$ cat src/rtl/error_pkg.sv
// Shared definitions for the error collector: clear-FSM state encodings
// and default sizing for sources, counters and timestamp.
package error_pkg;

  localparam int DEF_N_ERR = 8;
  localparam int DEF_CNT_W = 8;
  localparam int DEF_TS_W  = 16;

  typedef enum logic [1:0] {
    ST_IDLE  = 2'd0,
    ST_CLEAR = 2'd1,
    ST_HOLD  = 2'd2
  } clr_state_t;

endpackage

$ cat src/rtl/err_counter.sv
// Saturating per-source occurrence counter. A clear coinciding with an
// increment leaves the counter at 1 (set wins over clear).
module err_counter
  import error_pkg::*;
#(
  parameter int CNT_W = DEF_CNT_W
) (
  input  logic             i_clock,
  input  logic             i_reset,
  input  logic             i_clr,
  input  logic             i_inc,
  output logic [CNT_W-1:0] o_count
);

  localparam logic [CNT_W-1:0] CNT_MAX = '1;

  logic [CNT_W-1:0] r_count;

  // count events, hold at all-ones, restart from 0 or 1 on clear
  always_ff @(posedge i_clock) begin
    if (i_reset) begin
      r_count <= '0;
    end else if (i_clr) begin
      r_count <= i_inc ? CNT_W'(1) : '0;
    end else if (i_inc && (r_count != CNT_MAX)) begin
      r_count <= r_count + CNT_W'(1);
    end
  end

  assign o_count = r_count;

endmodule

$ cat src/rtl/error_collector.sv
// Error collector: masks raw error inputs, keeps sticky flags and
// saturating counters per source, captures the first error with a
// timestamp, and runs a one-shot clear handshake.
module error_collector
  import error_pkg::*;
#(
  parameter  int N_ERR = DEF_N_ERR,
  parameter  int CNT_W = DEF_CNT_W,
  parameter  int TS_W  = DEF_TS_W,
  localparam int IDX_W = $clog2(N_ERR)
) (
  input  logic             i_clock,
  input  logic             i_reset,
  input  logic [N_ERR-1:0] i_err_in,
  input  logic [N_ERR-1:0] i_err_mask,
  input  logic             i_clr_req,
  output logic             o_clr_ack,
  output logic [N_ERR-1:0] o_sticky,
  output logic             o_any_err,
  output logic             o_first_valid,
  output logic [IDX_W-1:0] o_first_idx,
  output logic [TS_W-1:0]  o_first_time,
  input  logic [IDX_W-1:0] i_rd_sel,
  output logic [CNT_W-1:0] o_rd_count
);

  clr_state_t       r_state;
  logic             r_clr_ack;
  logic [TS_W-1:0]  r_ts;
  logic [N_ERR-1:0] r_sticky;
  logic             r_first_valid;
  logic [IDX_W-1:0] r_first_idx;
  logic [TS_W-1:0]  r_first_time;

  logic [N_ERR-1:0] w_eff;
  logic             w_any_eff;
  logic             w_clear;
  logic [IDX_W-1:0] w_low_idx;
  logic [CNT_W-1:0] w_cnt [N_ERR];
  logic [CNT_W-1:0] w_rd_count;

  assign w_eff     = i_err_in & ~i_err_mask;
  assign w_any_eff = |w_eff;
  // The clear is applied on the edge that leaves CLEAR.
  assign w_clear   = (r_state == ST_CLEAR);

  // free-running timestamp, untouched by the clear handshake
  always_ff @(posedge i_clock) begin
    if (i_reset) begin
      r_ts <= '0;
    end else begin
      r_ts <= r_ts + TS_W'(1);
    end
  end

  // clear handshake: one ack cycle per request, held requests wait in HOLD
  always_ff @(posedge i_clock) begin
    if (i_reset) begin
      r_state   <= ST_IDLE;
      r_clr_ack <= 1'b0;
    end else begin
      case (r_state)
        ST_IDLE: begin
          if (i_clr_req) begin
            r_state   <= ST_CLEAR;
            r_clr_ack <= 1'b1;
          end
        end
        ST_CLEAR: begin
          r_state   <= ST_HOLD;
          r_clr_ack <= 1'b0;
        end
        ST_HOLD: begin
          if (!i_clr_req) begin
            r_state <= ST_IDLE;
          end
        end
        default: begin
          r_state   <= ST_IDLE;
          r_clr_ack <= 1'b0;
        end
      endcase
    end
  end

  // sticky flags; a new error in the clear cycle survives the clear
  always_ff @(posedge i_clock) begin
    if (i_reset) begin
      r_sticky <= '0;
    end else if (w_clear) begin
      r_sticky <= w_eff;
    end else begin
      r_sticky <= r_sticky | w_eff;
    end
  end

  // lowest-index active source wins the first-error capture
  always_comb begin
    w_low_idx = '0;
    for (int i = N_ERR - 1; i >= 0; i--) begin
      if (w_eff[i]) begin
        w_low_idx = IDX_W'(i);
      end
    end
  end

  // first-error capture; the clear cycle re-arms it and may capture anew
  always_ff @(posedge i_clock) begin
    if (i_reset) begin
      r_first_valid <= 1'b0;
      r_first_idx   <= '0;
      r_first_time  <= '0;
    end else if ((w_clear || !r_first_valid) && w_any_eff) begin
      r_first_valid <= 1'b1;
      r_first_idx   <= w_low_idx;
      r_first_time  <= r_ts;
    end else if (w_clear) begin
      r_first_valid <= 1'b0;
      r_first_idx   <= '0;
      r_first_time  <= '0;
    end
  end

  for (genvar gi = 0; gi < N_ERR; gi++) begin : g_cnt
    err_counter #(
      .CNT_W (CNT_W)
    ) u_cnt (
      .i_clock (i_clock),
      .i_reset (i_reset),
      .i_clr   (w_clear),
      .i_inc   (w_eff[gi]),
      .o_count (w_cnt[gi])
    );
  end

  // counter readback; selects with no matching source read as zero
  always_comb begin
    w_rd_count = '0;
    for (int i = 0; i < N_ERR; i++) begin
      if (int'(i_rd_sel) == i) begin
        w_rd_count = w_cnt[i];
      end
    end
  end

  assign o_clr_ack     = r_clr_ack;
  assign o_sticky      = r_sticky;
  assign o_any_err     = |r_sticky;
  assign o_first_valid = r_first_valid;
  assign o_first_idx   = r_first_idx;
  assign o_first_time  = r_first_time;
  assign o_rd_count    = w_rd_count;

endmodule

$ cat config.mk
export PLATFORM = sky130hd
export DESIGN_NAME = error_collector
export DESIGN_NICKNAME = d
export VERILOG_FILES = /design/src/rtl/error_pkg.sv /design/src/rtl/err_counter.sv /design/src/rtl/error_collector.sv
export SDC_FILE = /design/constraint.sdc
export NUM_CORES = 1
export LEC_CHECK = 0
export BUFFER_PORTS_ARGS = -buffer_cell sky130_fd_sc_hd__buf_4
export CAP_MARGIN = 20
export CELL_PAD_IN_SITES_DETAIL_PLACEMENT = 0
export CELL_PAD_IN_SITES_GLOBAL_PLACEMENT = 1
export CORE_MARGIN = 2
export CORE_UTILIZATION = 40
export CTS_CLUSTER_SIZE = 28
export DETAILED_ROUTE_END_ITERATION = 7
export PLACE_DENSITY = 0.84
export SLEW_MARGIN = 20
export SYNTH_ARGS = -nofsm -noshare
export SYNTH_HDL_FRONTEND = slang
export SYNTH_SLANG_ARGS = --single-unit
$ cat constraint.sdc
create_clock -name i_clock -period 1.9 [get_ports i_clock]
set_clock_uncertainty 0.15 [all_clocks]
set_input_delay 0.38 -clock i_clock [delete_from_list [all_inputs] [get_ports i_clock]]
set_output_delay 0.38 -clock i_clock [all_outputs]
set_load 0.02 [all_outputs]
* Yosys cells after proc, flatten, opt, wreduce, memory -nomap -nowiden
Cells that the tools add are included.
** Storage, ports and cells
- Register bits after elaboration :: 111
- Output and inout port bits :: 38
- Word-level logic and storage cells :: 125
** Cells by class
- Add/sub/neg operators :: 9
- Eq/ne operators :: 19
- Multiplexer cells :: 52
- Bitwise operators :: 4
- Reduce and logical (&&, ||, !) cells :: 26
** Operator list (count)
- 8-bit two-way mux :: 25
- 8-bit by 1-bit adder with 8-bit output (second input constant) :: 8
- 8-bit inequality test (second input constant) :: 8
- 16-bit two-way mux :: 2
- 3-bit two-way mux :: 10
- 2-bit nonzero test :: 9
- 16-bit by 1-bit adder with 16-bit output (second input constant) :: 1
- 8-bit OR reduction :: 2
- 3-bit equality test (second input constant) :: 4
- 1-bit two-way mux :: 11
- 1-bit logical AND :: 9
- 8-bit bitwise AND :: 1
- 8-bit inverter :: 1
- 8-bit OR :: 1
- 3-bit by 2-bit equality test with 1-bit output (second input constant) :: 2
- 2-bit one-hot mux with 3 select lines :: 1
- 2-bit two-way mux :: 2
- 2-bit inequality test (second input constant) :: 2
- 2-bit AND reduction :: 2
- 3-bit by 1-bit equality test with 1-bit output (second input constant) :: 1
- 3-bit logical NOT :: 1
- 2-bit by 1-bit equality test with 1-bit output (second input constant) :: 1
- 2-bit equality test (second input constant) :: 1
- 2-bit logical NOT :: 1
- other kinds (4) :: 4

* Depth between registers and ports, before layout
- Depth after elaboration :: 11
- Mapped depth :: 6
- Gate-level depth less buffers :: 5

* Hierarchy
A second synthesis with hierarchy kept.
** Second synthesis, totals
- Cells, all modules :: 758
- Area total of the unflattened synthesis :: 6298.5 sq um
** Modules (own cells, without submodules)
- err_counter :: instances 8, cells each 53, area an instance 444.2 sq um, seq. area each 160.2 sq um
- error_collector :: instances 1, cells each 334, area an instance 2745.1 sq um, seq. area each 940.9 sq um

* Worst setup path after synthesis
No wires, ideal clock.
- Path kind :: input port to output port
- Start :: input port i_rd_sel[1]
- End :: output port o_rd_count[3]
- Arrival time :: 1.733 ns
- Path slack :: -0.363 ns
- Stages :: 6
- Buffers on the path :: 2
- Path through :: buf_1 buf_2 mux2i_1 o22ai_1 a21oi_1 o21ai_0
** On the way
- Cells in the longest elaborated chain, start to end :: 9
** RTL lines
- start, declared :: RTL line error_collector.sv:23 : input logic [IDX_W-1:0] i_rd_sel,
- 3-bit logical NOT :: RTL line error_collector.sv:140 : if (int'(i_rd_sel) == i) begin
- 8-bit two-way mux (7 in a row) :: RTL line error_collector.sv:140
- 8-bit two-way mux (*) :: RTL line error_collector.sv:140
- end, declared :: RTL line error_collector.sv:24 : output logic [CNT_W-1:0] o_rd_count
Mark *: on every way between the ends. The rest lies on a longest branch, timed or not.

* Final worst setup path
- Start :: register g_cnt[2].u_cnt.r_count[0]
- End :: output port o_rd_count[0]
** On the way
- Cells in the longest elaborated chain, start to end :: 6
** RTL lines
- start, declared :: RTL line err_counter.sv:17 : logic [CNT_W-1:0] r_count;
- start signal, assigned :: RTL line err_counter.sv:24 : r_count <= i_inc ? CNT_W'(1) : '0;
- start signal, assigned :: RTL line err_counter.sv:26 : r_count <= r_count + CNT_W'(1);
- 8-bit two-way mux (6 in a row) :: RTL line error_collector.sv:140
Every way passes these cells.

==> results.txt <==
The antenna diode instance count was 0; the count of final hold-check violations was 0. The synthesized design contains 0 enable-type register cells. The run gives 21.92% as the total global-route track usage. Across the run, the number of max-cap violations was 0.

The largest individual stage delay along the critical path comes from the cell dfxtp_4. The average cell area after synthesis was 8.604 um2. The placed instances occupy a cell area of 0.006784 mm2. After synthesis, the netlist uses 55 different library cells.

The initial antenna violation count is 0. The share of the clock period used by the worst path is 107.1%. The minimum setup slack in the final design came out at -134.0 ps. Across the VDD grid, the largest voltage drop is 415.0 uV. Overall power consumption after layout is estimated at 0.005062 W.

The logs give 0.9175 for the placer congestion estimate and 9 for the number of CTS-inserted buffers. The net total in the final layout is 818, and the overall die width is 124.1 um. The first routing iteration left 312 violations. The die covers 0.01541 mm2. The data arrival at the endpoint of the critical path was 1500 ps. TritonCTS built the clock tree.

Main flop type after synthesis: dfxtp_1. Setup repair after global routing could not meet its margin everywhere. The first-pass iteration count of the detailed router is 5, and the count of boundary I/O pins is 60.

The source of the worst register-to-register timing path was g_cnt[2].u_cnt.o_count[0]$_SDFFE_PP0P_. The proportion of layout cells with a drive suffix above 1 works out to 27.78%. The synthesized design contains 111 register bits. In this run the most critical hold path is launched from i_clr_req. The worst slew slack as a fraction of its limit was 62.87%. The checks that failed: setup timing. The maximum achievable frequency is 491.6 MHz, and the height of the chip is 124.1 um. The worst setup path is captured at a primary output.

The number of endpoints failing setup at the final stage is 8, and the maximum buffer depth of the clock tree is 2. The clock root buffer was clkbuf_16. The clock tree synthesis step divided the H-tree into 3 levels. The critical path goes through mux2i_1 -> a2bb2oi_1 -> nor2_1 -> a2bb2oi_2 -> buf_4. Clock-pin slew was measured on the worst setup and hold paths at 70 ps. The count of port buffers added during placement was 59; the final routed DRC violation total was 0.

The worst hold path belongs to the class in2reg. Endpoint of the worst register-to-register path: g_cnt[2].u_cnt.o_count[4]$_SDFFE_PP0P_. The cell area that synthesis handed to floorplanning was 0.005773 mm2.

By startpoint and endpoint, the worst setup path is classified as reg2out. In this run the register-to-register setup slack is 110 ps. The floorplan has 43 rows. Synthesis handed over a netlist of 671 instances. The clock drives 111 sinks. Leakage power summed over all cells: 2.885 nW. For the clock latency reported for the late side of the worst-skew pair, the log shows 360 ps. The top cell types in the final layout, fill and taps aside, are 134 x buf_4, 81 x dfxtp_1, 68 x nor2_1. Leaving out fill and tap cells, the most frequent cell in the layout is buf_4. For the setup total negative slack, the log shows -789.8 ps. Data on the critical path is required at its endpoint by 1370 ps. For hold timing, the worst endpoint is r_state[1]$_SDFFE_PP0P_. For this run, the register share of the synthesized area comes to 38.49%.

Hold repair after CTS inserted 0 buffers. The final route contains 5535 vias. Once detail routing completed, the nets flagged for antenna violations numbered 0. After detailed routing, the average wire length per cell comes to 16.76 um. Dividing total power by cell area gives a power density of 678.7 mW/mm2. The run finished, with violations left.

Once the floorplan was initialized, standard cells occupied 41.27% of the core. Via count of the first global-routing pass: 5207. In the routed layout, each cell is associated on average with a via count of 5.694.

The end-of-flow core utilization was 53.32%. The worst path in the final design needs a cycle of 2034 ps, including I/O delays and setup. The final number of max-transition violations is 0, and the HPWL reported at the end of detailed placement is 11680 um. The routed design has 16290 um of wire. Area of the core: 0.01399 mm2. Summed over all layers, the global routing overflow is 0. For this run, the slowest stage of the critical path takes 360 ps. The first-pass GRT wire length was 25940 um. The number of cells on the worst reg-to-reg path was 7. For the pin with the worst max-slew slack, the measured transition is 542.9 ps. The number of nets handed over by synthesis was 702.

The worst setup path is launched from a flip-flop. The top fanout value on the critical path works out to 3. With fillers left out, the area of the finished cells amounts to 0.007458 mm2.

For the largest net degree at the start of global routing, the log shows 25. The area growth from synthesis to layout is 29.19%. The share of synthesized flip-flops with an asynchronous set or reset works out to 0%.

The run gives 0 as the total of warnings raised by yosys. The worst hold path passes through 3 cells.
cell type report:
cell class,instances,area [um2]
Inverter,8,30.03
Clock inverter,6,77.57
Clock buffer,10,229.0
Sequential cell,111,2302
Multi-Input combinational cell,514,3475
Timing Repair Buffer,143,1120
Fill cell,1266,6530
Tap cell,180,225.2
per-stage QoR:
| stage | setup slack [ps] | cells | hold slack, ps |
|---|---|---|---|
| after floorplan | -10.33 | 671 | 275.9 |
| final | -134.0 | 972 | 163.6 |
| after global routing | -190.0 | 972 | 144.6 |
| after detailed placement | -243.0 | 931 | 306.2 |
| after CTS | -116.8 | 964 | 149.1 |
| after global placement | -211.4 | 931 | 285.5 |
kinds of logic (layout without fill, tap and decap cells):
group / count (synthesis) / after routing / synth area share (%)
XOR/XNOR: 31 / 31 / 4.703
multiplexers: 44 / 44 / 7.716
adder cells (fa/ha/maj): 9 / 9 / 1.951
AND/OR/NAND/NOR: 268 / 268 / 24.84
flip-flops: 111 / 111 / 38.49
AO/OA/AOI/OAI: 162 / 162 / 18.96
buffers and inverters: 46 / 167 / 3.338
synthesized netlist by cell type, types with 4 or more instances:
| master | count | area [um2] |
|---|---|---|
| mux2i_1 | 40 | 400.4 |
| a22o_1 | 8 | 70.07 |
| and3_1 | 6 | 37.54 |
| and4b_1 | 5 | 50.05 |
| or3_1 | 7 | 43.79 |
| o21a_1 | 4 | 30.03 |
| mux2_2 | 4 | 45.04 |
| nor2_1 | 68 | 255.2 |
| nor2b_1 | 13 | 81.33 |
| buf_1 | 7 | 26.28 |
| a21oi_1 | 41 | 205.2 |
| ha_1 | 9 | 112.6 |
| and4_1 | 7 | 61.31 |
| nand3b_1 | 10 | 75.07 |
| or4_1 | 12 | 90.09 |
| o2111ai_1 | 8 | 70.07 |
| nand2_1 | 46 | 172.7 |
| clkbuf_1 | 27 | 101.4 |
| a2bb2oi_1 | 16 | 140.1 |
| a31oi_1 | 5 | 31.28 |
| inv_1 | 8 | 30.03 |
| nand4_1 | 14 | 87.58 |
| o21ai_0 | 29 | 145.1 |
| nor3_1 | 7 | 35.03 |
| a211oi_1 | 4 | 30.03 |
| o211ai_1 | 12 | 90.09 |
| a22oi_1 | 7 | 52.55 |
| nand2b_1 | 26 | 162.7 |
| nand3_1 | 25 | 125.1 |
| o31ai_1 | 9 | 67.56 |
| dfxtp_1 | 111 | 2222 |
| xor2_1 | 28 | 245.2 |
| and2_1 | 14 | 87.58 |
state kept, by name (all words and copies together), names as in the netlist:
signal,cells
o_first_idx,3
o_first_time,16
r_ts,16
r_state,2
o_sticky,8
o_first_valid,1
o_clr_ack,1
g_cnt.u_cnt.o_count,64
metal layers:
metal	track usage [%]	vias to the layer above	routed length, um
met3	4.533	22	1032
li1	-	2704	-
met2	36.07	158	7793
met1	28.41	2651	7168
met5	0	-	0
met4	7.795	0	296
critical path, delay by kind of cell, from the launching register on:
kind | cells | cell delay, ps
and+or+nand+nor | 1 | 90
muxes | 1 | 180
buffers and inverters | 1 | 170
AOI/OAI and AO/OA | 2 | 340
DFF | 1 | 360
power by group:
group,switching [W],internal (W)
logic,0.000369,0.000305
clock network,0.000940,0.00105
registers,0.0000447,0.00235
what timing repair did:
item | 4_1_cts | 5_1_grt
gates resized for setup | 64 | 19
setup endpoints to repair | 8 | 20
setup buffers | 17 | 8
pin swaps | 10 | 9
how the worst max path moves through the flow:
stage	endpoint	cells past startpoint	start	slack, ps
after detailed placement	o_first_time[1]$_SDFFE_PP0P_	5	i_err_in[5]	-240
after global routing	o_rd_count[6]	5	g_cnt[3].u_cnt.o_count[6]$_SDFFE_PP0P_	-190
after CTS	o_rd_count[4]	5	g_cnt[3].u_cnt.o_count[4]$_SDFFE_PP0P_	-120
final	o_rd_count[0]	5	g_cnt[2].u_cnt.o_count[0]$_SDFFE_PP0P_	-130
after floorplan	o_rd_count[3]	6	i_rd_sel[2]	-10
after global placement	o_first_time[2]$_SDFFE_PP0P_	5	i_err_in[5]	-210
(Power assumes the default switching activity.)
